$ cat src/rtl/rle_pkg.sv
// Shared definitions for the zero-run-length packer.
//   - default parameter values for the packer and its lane scanner
//   - header field offset helpers (count_lsb, last_bit)
//   - group_pack: builds one {value, run} group word
// No ports (package).
package rle_pkg;

    localparam int DEF_DATA_W = 8;
    localparam int DEF_RUN_W  = 4;
    localparam int DEF_GROUPS = 5;
    localparam int DEF_LANES  = 16;

    // Group-count field sits directly above the group slots.
    function automatic int count_lsb(input int groups, input int gw);
        return groups * gw;
    endfunction

    // The last flag is the packet's top bit, above the count field.
    function automatic int last_bit(input int groups, input int gw, input int cnt_w);
        return groups * gw + cnt_w;
    endfunction

    // Run in the low run_w bits, value above it. The caller casts the
    // result down to its group width (group widths up to 64 bits).
    function automatic logic [63:0] group_pack(input int run_w, input logic [31:0] run,
                                               input logic [31:0] val);
        return ({32'd0, val} << run_w) | {32'd0, run};
    endfunction

endpackage

$ cat src/rtl/rle_lane_scan.sv
// Combinational prefix scan over the input lanes.
// Walks lanes 0..in_num-1 in order, carrying the pending zero-run and the
// assembly slot count, and stops after the element that fills the last slot.
// Ports:
//   in_data    lane elements, lane 0 oldest
//   in_num     number of valid lanes
//   enable     0 blocks all taking (reset or assembly already full)
//   run_in     pending zero-run entering this cycle
//   cnt_in     assembly slot count entering this cycle
//   emit       per lane: this lane produces a group
//   lane_run   per lane: run field of the produced group
//   lane_slot  per lane: slot index of the produced group
//   take_num   lanes consumed this cycle
//   run_out    pending zero-run after the scan
//   cnt_out    slot count after the scan
module rle_lane_scan
    import rle_pkg::*;
#(
    parameter int DATA_W = DEF_DATA_W,
    parameter int RUN_W  = DEF_RUN_W,
    parameter int GROUPS = DEF_GROUPS,
    parameter int LANES  = DEF_LANES,
    localparam int CNT_W = $clog2(GROUPS + 1),
    localparam int NUM_W = $clog2(LANES + 1)
) (
    input  logic [LANES*DATA_W-1:0]       in_data,
    input  logic [NUM_W-1:0]              in_num,
    input  logic                          enable,
    input  logic [RUN_W-1:0]              run_in,
    input  logic [CNT_W-1:0]              cnt_in,
    output logic [LANES-1:0]              emit,
    output logic [LANES-1:0][RUN_W-1:0]   lane_run,
    output logic [LANES-1:0][CNT_W-1:0]   lane_slot,
    output logic [NUM_W-1:0]              take_num,
    output logic [RUN_W-1:0]              run_out,
    output logic [CNT_W-1:0]              cnt_out
);

    localparam logic [RUN_W-1:0] RUN_MAX = '1;

    logic [RUN_W-1:0] run_c;
    logic [CNT_W-1:0] cnt_c;
    logic             stop_c;

    always_comb begin
        emit      = '0;
        lane_run  = '0;
        lane_slot = '0;
        take_num  = '0;
        run_c     = run_in;
        cnt_c     = cnt_in;
        stop_c    = !enable || (cnt_in == CNT_W'(GROUPS));
        for (int i = 0; i < LANES; i++) begin
            if (!stop_c && (NUM_W'(i) < in_num)) begin
                take_num = take_num + NUM_W'(1);
                // A saturated run is closed with a zero value; the lane's own
                // data is zero in that case, so both paths store in_data.
                if ((in_data[i*DATA_W +: DATA_W] != '0) || (run_c == RUN_MAX)) begin
                    emit[i]      = 1'b1;
                    lane_run[i]  = run_c;
                    lane_slot[i] = cnt_c;
                    cnt_c        = cnt_c + CNT_W'(1);
                    run_c        = '0;
                end else begin
                    run_c = run_c + RUN_W'(1);
                end
                if (cnt_c == CNT_W'(GROUPS)) begin
                    stop_c = 1'b1;
                end
            end
        end
        run_out = run_c;
        cnt_out = cnt_c;
    end

endmodule

$ cat src/rtl/rle_zero_packer.sv
// Zero-run-length packer: turns a lane stream of elements into fixed-width
// packets of (zero-run, value) groups with a last flag for tile ends.
// Ports:
//   clk, rst_n     clock, synchronous active-low reset
//   in_data        LANES elements, lane 0 oldest
//   in_num         valid lanes counted from lane 0
//   in_flush       tile ends after the in_num elements
//   in_taken       elements consumed this cycle (combinational)
//   in_flush_ack   flush accepted this cycle (combinational)
//   out_data       packet: groups, count, last
//   out_valid      packet valid
//   out_ready      downstream accepts
// Handshake: a packet transfers on a rising edge where out_valid and
// out_ready are both high; out_data/out_valid hold while out_valid && !out_ready.
module rle_zero_packer
    import rle_pkg::*;
#(
    parameter int DATA_W = DEF_DATA_W,
    parameter int RUN_W  = DEF_RUN_W,
    parameter int GROUPS = DEF_GROUPS,
    parameter int LANES  = DEF_LANES,
    localparam int GW    = RUN_W + DATA_W,
    localparam int CNT_W = $clog2(GROUPS + 1),
    localparam int OUT_W = GROUPS * GW + CNT_W + 1,
    localparam int NUM_W = $clog2(LANES + 1)
) (
    input  logic                    clk,
    input  logic                    rst_n,
    input  logic [LANES*DATA_W-1:0] in_data,
    input  logic [NUM_W-1:0]        in_num,
    input  logic                    in_flush,
    output logic [NUM_W-1:0]        in_taken,
    output logic                    in_flush_ack,
    output logic [OUT_W-1:0]        out_data,
    output logic                    out_valid,
    input  logic                    out_ready
);

    localparam int CNT_LSB  = count_lsb(GROUPS, GW);
    localparam int LAST_BIT = last_bit(GROUPS, GW, CNT_W);

    logic [GROUPS-1:0][GW-1:0] slots_q, slots_d, slots_a, slots_f;
    logic [CNT_W-1:0]          cnt_q, cnt_d, cnt_a, cnt_f;
    logic [RUN_W-1:0]          run_q, run_d, run_a;
    logic [OUT_W-1:0]          out_data_q, out_data_d, pkt;
    logic                      out_valid_q, out_valid_d;

    logic [LANES-1:0]            emit;
    logic [LANES-1:0][RUN_W-1:0] lane_run;
    logic [LANES-1:0][CNT_W-1:0] lane_slot;
    logic [NUM_W-1:0]            take_num;
    logic                        out_free, flush_ok, send;

    // A full assembly blocks input until it moves to the output register.
    rle_lane_scan #(
        .DATA_W(DATA_W), .RUN_W(RUN_W), .GROUPS(GROUPS), .LANES(LANES)
    ) u_scan (
        .in_data   (in_data),
        .in_num    (in_num),
        .enable    (rst_n && (cnt_q != CNT_W'(GROUPS))),
        .run_in    (run_q),
        .cnt_in    (cnt_q),
        .emit      (emit),
        .lane_run  (lane_run),
        .lane_slot (lane_slot),
        .take_num  (take_num),
        .run_out   (run_a),
        .cnt_out   (cnt_a)
    );

    always_comb begin
        out_free = !out_valid_q || out_ready;

        // Assembly after this cycle's lanes.
        slots_a = slots_q;
        for (int i = 0; i < LANES; i++) begin
            for (int g = 0; g < GROUPS; g++) begin
                if (emit[i] && (lane_slot[i] == CNT_W'(g))) begin
                    slots_a[g] = GW'(group_pack(RUN_W, 32'(lane_run[i]),
                                                32'(in_data[i*DATA_W +: DATA_W])));
                end
            end
        end

        // A trailing run needs one free slot for its closing (run-1, 0) group.
        flush_ok = rst_n && in_flush && (take_num == in_num) && out_free &&
                   ((run_a == '0) || (cnt_a != CNT_W'(GROUPS)));

        slots_f = slots_a;
        cnt_f   = cnt_a;
        if (flush_ok && (run_a != '0)) begin
            for (int g = 0; g < GROUPS; g++) begin
                if (cnt_a == CNT_W'(g)) begin
                    slots_f[g] = GW'(group_pack(RUN_W, 32'(run_a - RUN_W'(1)), 32'd0));
                end
            end
            cnt_f = cnt_a + CNT_W'(1);
        end

        send = flush_ok || ((cnt_a == CNT_W'(GROUPS)) && out_free);

        pkt = '0;
        for (int g = 0; g < GROUPS; g++) begin
            pkt[g*GW +: GW] = slots_f[g];
        end
        pkt[CNT_LSB +: CNT_W] = cnt_f;
        pkt[LAST_BIT]         = flush_ok;

        out_data_d  = out_data_q;
        out_valid_d = out_valid_q && !out_ready;
        slots_d     = slots_a;
        cnt_d       = cnt_a;
        run_d       = run_a;
        if (send) begin
            out_data_d  = pkt;
            out_valid_d = 1'b1;
            slots_d     = '0;
            cnt_d       = '0;
            run_d       = flush_ok ? '0 : run_a;
        end
    end

    always_ff @(posedge clk) begin
        if (!rst_n) begin
            slots_q     <= '0;
            cnt_q       <= '0;
            run_q       <= '0;
            out_data_q  <= '0;
            out_valid_q <= 1'b0;
        end else begin
            slots_q     <= slots_d;
            cnt_q       <= cnt_d;
            run_q       <= run_d;
            out_data_q  <= out_data_d;
            out_valid_q <= out_valid_d;
        end
    end

    assign in_taken     = take_num;
    assign in_flush_ack = flush_ok;
    assign out_data     = out_data_q;
    assign out_valid    = out_valid_q;

endmodule

$ cat config.mk
export PLATFORM = sky130hd
export DESIGN_NAME = rle_zero_packer
export DESIGN_NICKNAME = d
export VERILOG_FILES = /design/src/rtl/rle_pkg.sv /design/src/rtl/rle_lane_scan.sv /design/src/rtl/rle_zero_packer.sv
export SDC_FILE = /design/constraint.sdc
export NUM_CORES = 1
export LEC_CHECK = 0
export CAP_MARGIN = 20
export CORE_UTILIZATION = 40
export DETAILED_ROUTE_END_ITERATION = 7
export PLACE_DENSITY = 0.67
export RECOVER_POWER = 50
export SLEW_MARGIN = 10
export SYNTH_ARGS = -nofsm -noshare
export SYNTH_HDL_FRONTEND = slang
export SYNTH_SLANG_ARGS = --single-unit
export TNS_END_PERCENT = 20
$ cat constraint.sdc
create_clock -name clk -period 28 [get_ports clk]
set_clock_uncertainty 0.05 [all_clocks]
set_input_delay 4.2 -clock clk [delete_from_list [all_inputs] [get_ports clk]]
set_output_delay 4.2 -clock clk [all_outputs]
set_load 0.02 [all_outputs]
# --- Word level (Yosys, flattened, before mapping) ---
# Cells that the tools add are included.
op_classes:
  div_mod_pow: 0
  magnitude_cmp: 16
  eq_ne: 104
  mul: 0
  bitwise: 17
  add_sub_neg: 49
  shift: 0
  mux: 311
  reduce_logical: 179
op_table:
  columns: ["cell", "n"]
  rows:
  - ["$mux 12", 85]
  - ["$mux 4", 66]
  - ["$mux 3", 80]
  - ["$or 12x4->12", 16]
  - ["$reduce_bool 8->1", 16]
  - ["$logic_and 1x1->1", 104]
  - ["$eq 3x2->1 const B", 34]
  - ["$eq 3x3->1 const B", 34]
  - ["$mux 5", 15]
  - ["$add 5x1->5 const B", 14]
  - ["$add 4x1->4 const B", 16]
  - ["$eq 4x4->1 const B", 16]
  - ["$mux 1", 64]
  - ["$mux 60", 1]
  - ["$add 3x1->3 const B", 17]
  - ["$eq 3x1->1 const B", 17]
  - ["$logic_not 3->1", 17]
  - ["$lt 4x5->1 const A", 8]
  - ["$logic_or 1x1->1", 20]
  - ["$lt 3x5->1 const A", 4]
  - ["$logic_not 1->1", 19]
  - ["$lt 1x5->1 const A", 2]
  - ["$lt 2x5->1 const A", 2]
  - ["$ne 3x3->1 const B", 2]
  - ["other kinds (7)", 7]
totals:
  latch_bits: 0
  mem_bits_rw: 0
  memories: 0
  output_inout_bits: 71
  in_bits: 137
  word_cells: 685
  rom_bits: 0
  regBits: 132

# --- Logic depth before layout (Yosys ltp) ---
# Gate-level depths: netlist of run 1.
logic_depth:
  word_depth: 103
  depth_mapped: 106
  ltp_nobuf: 99

# --- Modules after synthesis ---
# From an unflattened synthesis of run 1, not the netlist that was laid out.
unflattened:
  hier_cells: 3397
  area_unflattened_um2: 23083.4
modules_own_cells:
  columns: ["mod", "instances", "seq_area_each_um2", "cells_per_inst", "area_per_inst_um2"]
  rows:
  - ["rle_zero_packer", 1, 2642.5, 2160, 14697.8]
  - ["rle_lane_scan", 1, 0.0, 1237, 8385.5]

# --- Worst setup path before layout of run 1 ---
# OpenSTA, ideal clock, no wires.
synth_path:
  kind: "input port to output port"
  startpoint: "input in_data[5]"
  endpoint: "output in_flush_ack"
  arrival_time_ns: 24.301
  path_buffers: 9
  t_required_ns: 23.750
  cell_stages: 97
  path_slack_ns: -0.551
  path_cell_list: "or4_4 nor3_4 inv_2 ha_1 nand2_1 a311oi_1 nor3_4 inv_2 nor2_1 mux2_2 ha_1 nand2_1 o21a_1 inv_2 ha_1 nand2_1 or4_1 a21oi_2 [61 not listed] a21bo_2 inv_2 ha_1 nand2b_1 o41a_1 mux2i_1 nor2_1 clkbuf_1 o21ai_0 inv_1 ha_1 and3_1 clkbuf_1 a211o_1 buf_2 buf_1 nand2_1 inv_1"
synth_between:
  elab_chain_cells: 84
  elab_cells_between_ends: 252
  cone_classes: "add/sub (44); eq/ne (32); mux (124); reduce/logical (52)"
synth_rtl:
  columns: ["element", "line_no", "rtl"]
  rows:
  - ["start: declaration", "rle_zero_packer.sv:29", "input logic [LANES*DATA_W-1:0] in_data,"]
  - ["$reduce_bool 8->1 (*)", "rle_lane_scan.sv:58", "if ((in_data[i*DATA_W +: DATA_W] != '0) || (run_c == RUN_MAX)) begin"]
  - ["$logic_or 1x1->1 (*)", "rle_lane_scan.sv:58", null]
  - ["branches (longest 81 deep; another with $add 3x1->3)", null, null]
  - ["$logic_and 1x1->1 (*)", "rle_zero_packer.sv:86", "flush_ok = rst_n && in_flush && (take_num == in_num) && out_free &&"]
  - ["end: declaration", "rle_zero_packer.sv:33", "output logic in_flush_ack,"]
# Every way passes the cells marked *. The select of a mux whose other input is x is not followed.

# --- Worst setup path after layout of run 1 ---
layout_path:
  startpoint: "input in_data[5]"
  endpoint: "output in_flush_ack"
layout_between:
  elab_cells_between_ends: 252
  cone_classes: "add/sub (44); eq/ne (32); mux (124); reduce/logical (52)"
layout_lines:
  columns: ["element", "line_no", "rtl"]
  rows:
  - ["$reduce_bool 8->1 (*)", "rle_lane_scan.sv:58", null]
  - ["$logic_or 1x1->1 (*)", "rle_lane_scan.sv:58", null]
  - ["branches (longest 77 deep; another with $add 3x1->3)", null, null]
  - ["$mux 3 (*)", "rle_lane_scan.sv:54", "if (!stop_c && (NUM_W'(i) < in_num)) begin"]
  - ["via cnt_a[1]", "rle_zero_packer.sv:43", "logic [CNT_W-1:0] cnt_q, cnt_d, cnt_a, cnt_f;"]
  - ["$ne 3x3->1 (*)", "rle_zero_packer.sv:87", "((run_a == '0) || (cnt_a != CNT_W'(GROUPS)));"]
  - ["$logic_or 1x1->1 (*)", "rle_zero_packer.sv:87", null]
  - ["$logic_and 1x1->1 (*)", "rle_zero_packer.sv:86", null]
# Mark *: on every way through the listed nets, which the timed path passes. The select of a mux whose other input is x is not followed.

==> impl_metrics.toml, run 1 <==
[final_layout]
fin_area_sq_mm = 0.0275
nets = 3709
layout-drive-gt1-share = 0.140
fin_cells = 4270
antenna_cells = 0
synthToLayoutAreaGrowth_pct = 19.2

[place]
placed_area_sq_mm = 0.0264
io_buffers = 207
place.gp.congestion = 1.04
pre_cts_ws_ns = -0.601
dp_hpwl_mm = 82.7
dp_cells = 4210

[drt]
highest_layer = "met5"
wl_met3_mm = 10.6
wl_per_cell_microns = 24.5
drtIter0Drc = 4111
wl_mm = 104
via_count = 27800
ant_nets = 0
drc_errors = 0
wl_met1_mm = 43.5
drtPass1Iterations = 7
met2_length_mm = 45.6
via_per_inst = 6.51

[clock_network]
cts.path.max_buffers = 2
numCtsBuffers = 17
htreeDepth = 4
cts_tree = "yes"
clkLatencyLatePin_ns = 0.42
root_buffer = "clkbuf_16"
clk_pin_slew_ns = 0.06
cts_hold_buf = 0
cts.sinks = 132

[yosys]
synthesis.nets = 3552
syn_avg_cell_area_sq_um = 6.89
synth_edf_count = 0
netlist_top_cells_count = "nor2_1, a21oi_1, nand2_1"
synth_cells = 3344
ys_ff_latch = 132
ys_seq_area_frac = 0.115
synthArstFlopShare = 0
yosys_warnings = 0
yosysTopAreaCellShare = 0.119
synth_area_sq_mm = 0.0230
yosysMostFrequentCell = "nor2_1"
synth_top_cell_by_area = "mux2i_1"
synth.area.top_cells = "mux2i_1, dfxtp_1, a21oi_1"
ys.flop_type = "dfxtp_1"
ys_types = 122

[global_routing]
grt_pass1_vias = 25100
grt_pass1_wl_mm = 154
globalRoute.totalOverflow = 0
grt_max_degree = 70
antenna_found_initial = 3
grt_usage = 0.334

[sta]
fin_ws_ns = 0.759
slew_violations = 0
setup_violations = 0
finalHoldViolCount = 0
fin_crit_ns = 27.24
hold_ws_ns = 0.427
slew_headroom = 0.261
max_freq_ghz = 0.0367
min_period_over_period = 0.973
tightest_slew_ns = 1.10

[floorplan]
die_y_microns = 242
die-area_sq_mm = 0.0586
row_count = 87
ioPinCount = 208
core_area_sq_mm = 0.0566
die_w_microns = 242
initial_utilization = 0.407

[critical_path]
critPathKind = "in -> out"
r2r-start = "run_q[1]"
crit_slowest_cell = "or4_4"
cp.arrival_ns = 22.99
critPathMaxFanout = 14
crit_top_cell = "ha_1"
startpoint_type = "input port"
cpPeakStageDelay_ns = 0.59
crit_required_ns = 23.75
end_kind = "output pin"
cp-startpoint = "in_data[5]"

[hold_path]
hp-start = "out_data[63]"
hp-class = "reg -> reg"

[outcome]
status = "finished, final reports clean"

[job]
drv_cap = 0
-- per-stage QoR --
step                      utilization  TNS [ns]
after global routing            0.485   -0.0865
after global placement          0.466    -0.157
final                           0.485         0
after floorplan                     -         0
after CTS                       0.478         0
after detailed placement        0.466    -0.601
-- per-layer routing --
metal | vias to the layer above | global-route usage
li1 | 12900 | -
met1 | 12900 | 0.458
met2 | 1737 | 0.519
met3 | 294 | 0.0537
met4 | 6 | 0.134
met5 | - | 0
-- sequential cells by signal (all words and copies together), names as in the netlist --
name       cells
out_valid      1
run_q          4
slots_q       60
out_data      64
cnt_q          3
-- critical path, delay by kind of cell --
kind / cells / cell delay (ns)
muxes: 9 / 2.54
and+or+nand+nor: 24 / 4.67
xor gates and xnor gates: 2 / 0.80
adders and majority gates: 13 / 3.28
buffers and inverters: 16 / 2.17
AOI/OAI and AO/OA: 22 / 5.29
-- final cells by class --
class / instances / area, sq um
timing repair buffer: 399 / 3510
multi-input combinational: 2871 / 19500
sequential: 132 / 2640
clock buffer: 18 / 429
clock inverter: 14 / 141
tap: 756 / 946
fill: 5740 / 29100
inverter: 80 / 304
-- final timing paths --
kind	cells after the start	slack, ns	to
worst max-delay path	86	0.76	in_flush_ack
worst min-delay path	2	0.43	out_data[63]
worst max register to register	85	7.80	out_data[44]
worst min register to register	2	0.43	out_data[63]
-- layout by cell type (no fill, tap or decap), types with 63 or more instances in the layout --
master           Yosys  final
clkdlybuf4s50_1      0    140
nand2_1            300    298
buf_4                4    191
nor2_1             436    432
nand3_1             75     75
ha_1                71     63
a21oi_1            377    368
a211oi_1           222    221
dfxtp_1            132    132
a311oi_1            65     64
and3_1              95     93
mux2i_1            274    270
dlygate4sd3_1        0     65
mux2_2              94     93
o21ai_0            217    214
-- cell families (layout without fill, tap and decap cells) --
kind of cell               count (synthesis)  in the layout  synth area share
DFF                                      132            132             0.115
adders and majority gates                 71             71            0.0386
AOI/OAI and AO/OA                       1165           1165             0.332
xor gates and xnor gates                  80             80            0.0388
muxes                                    382            382             0.175
buffers and inverters                    341            511            0.0588
and+or+nand+nor                         1173           1173             0.242
-- repair_timing --
action                                  4_1_cts  5_1_grt
endpoints found under the setup margin        1        6
setup buffers                                 2       25
resized for setup                            15       55
pin swaps                                     1       16
Power of run 1 is left out: the tool's default activity adds up to more than one toggle a clock period on the data nets, which glitch-free logic cannot reach.
==> inputs of run 2 (changes only) <==
Settings changed: CTS_CLUSTER_SIZE set to 25.
==> results of run 2 <==
Final layout, timing and power as in run 1 (identical DEF).
Power of run 2 is left out for the same reason.
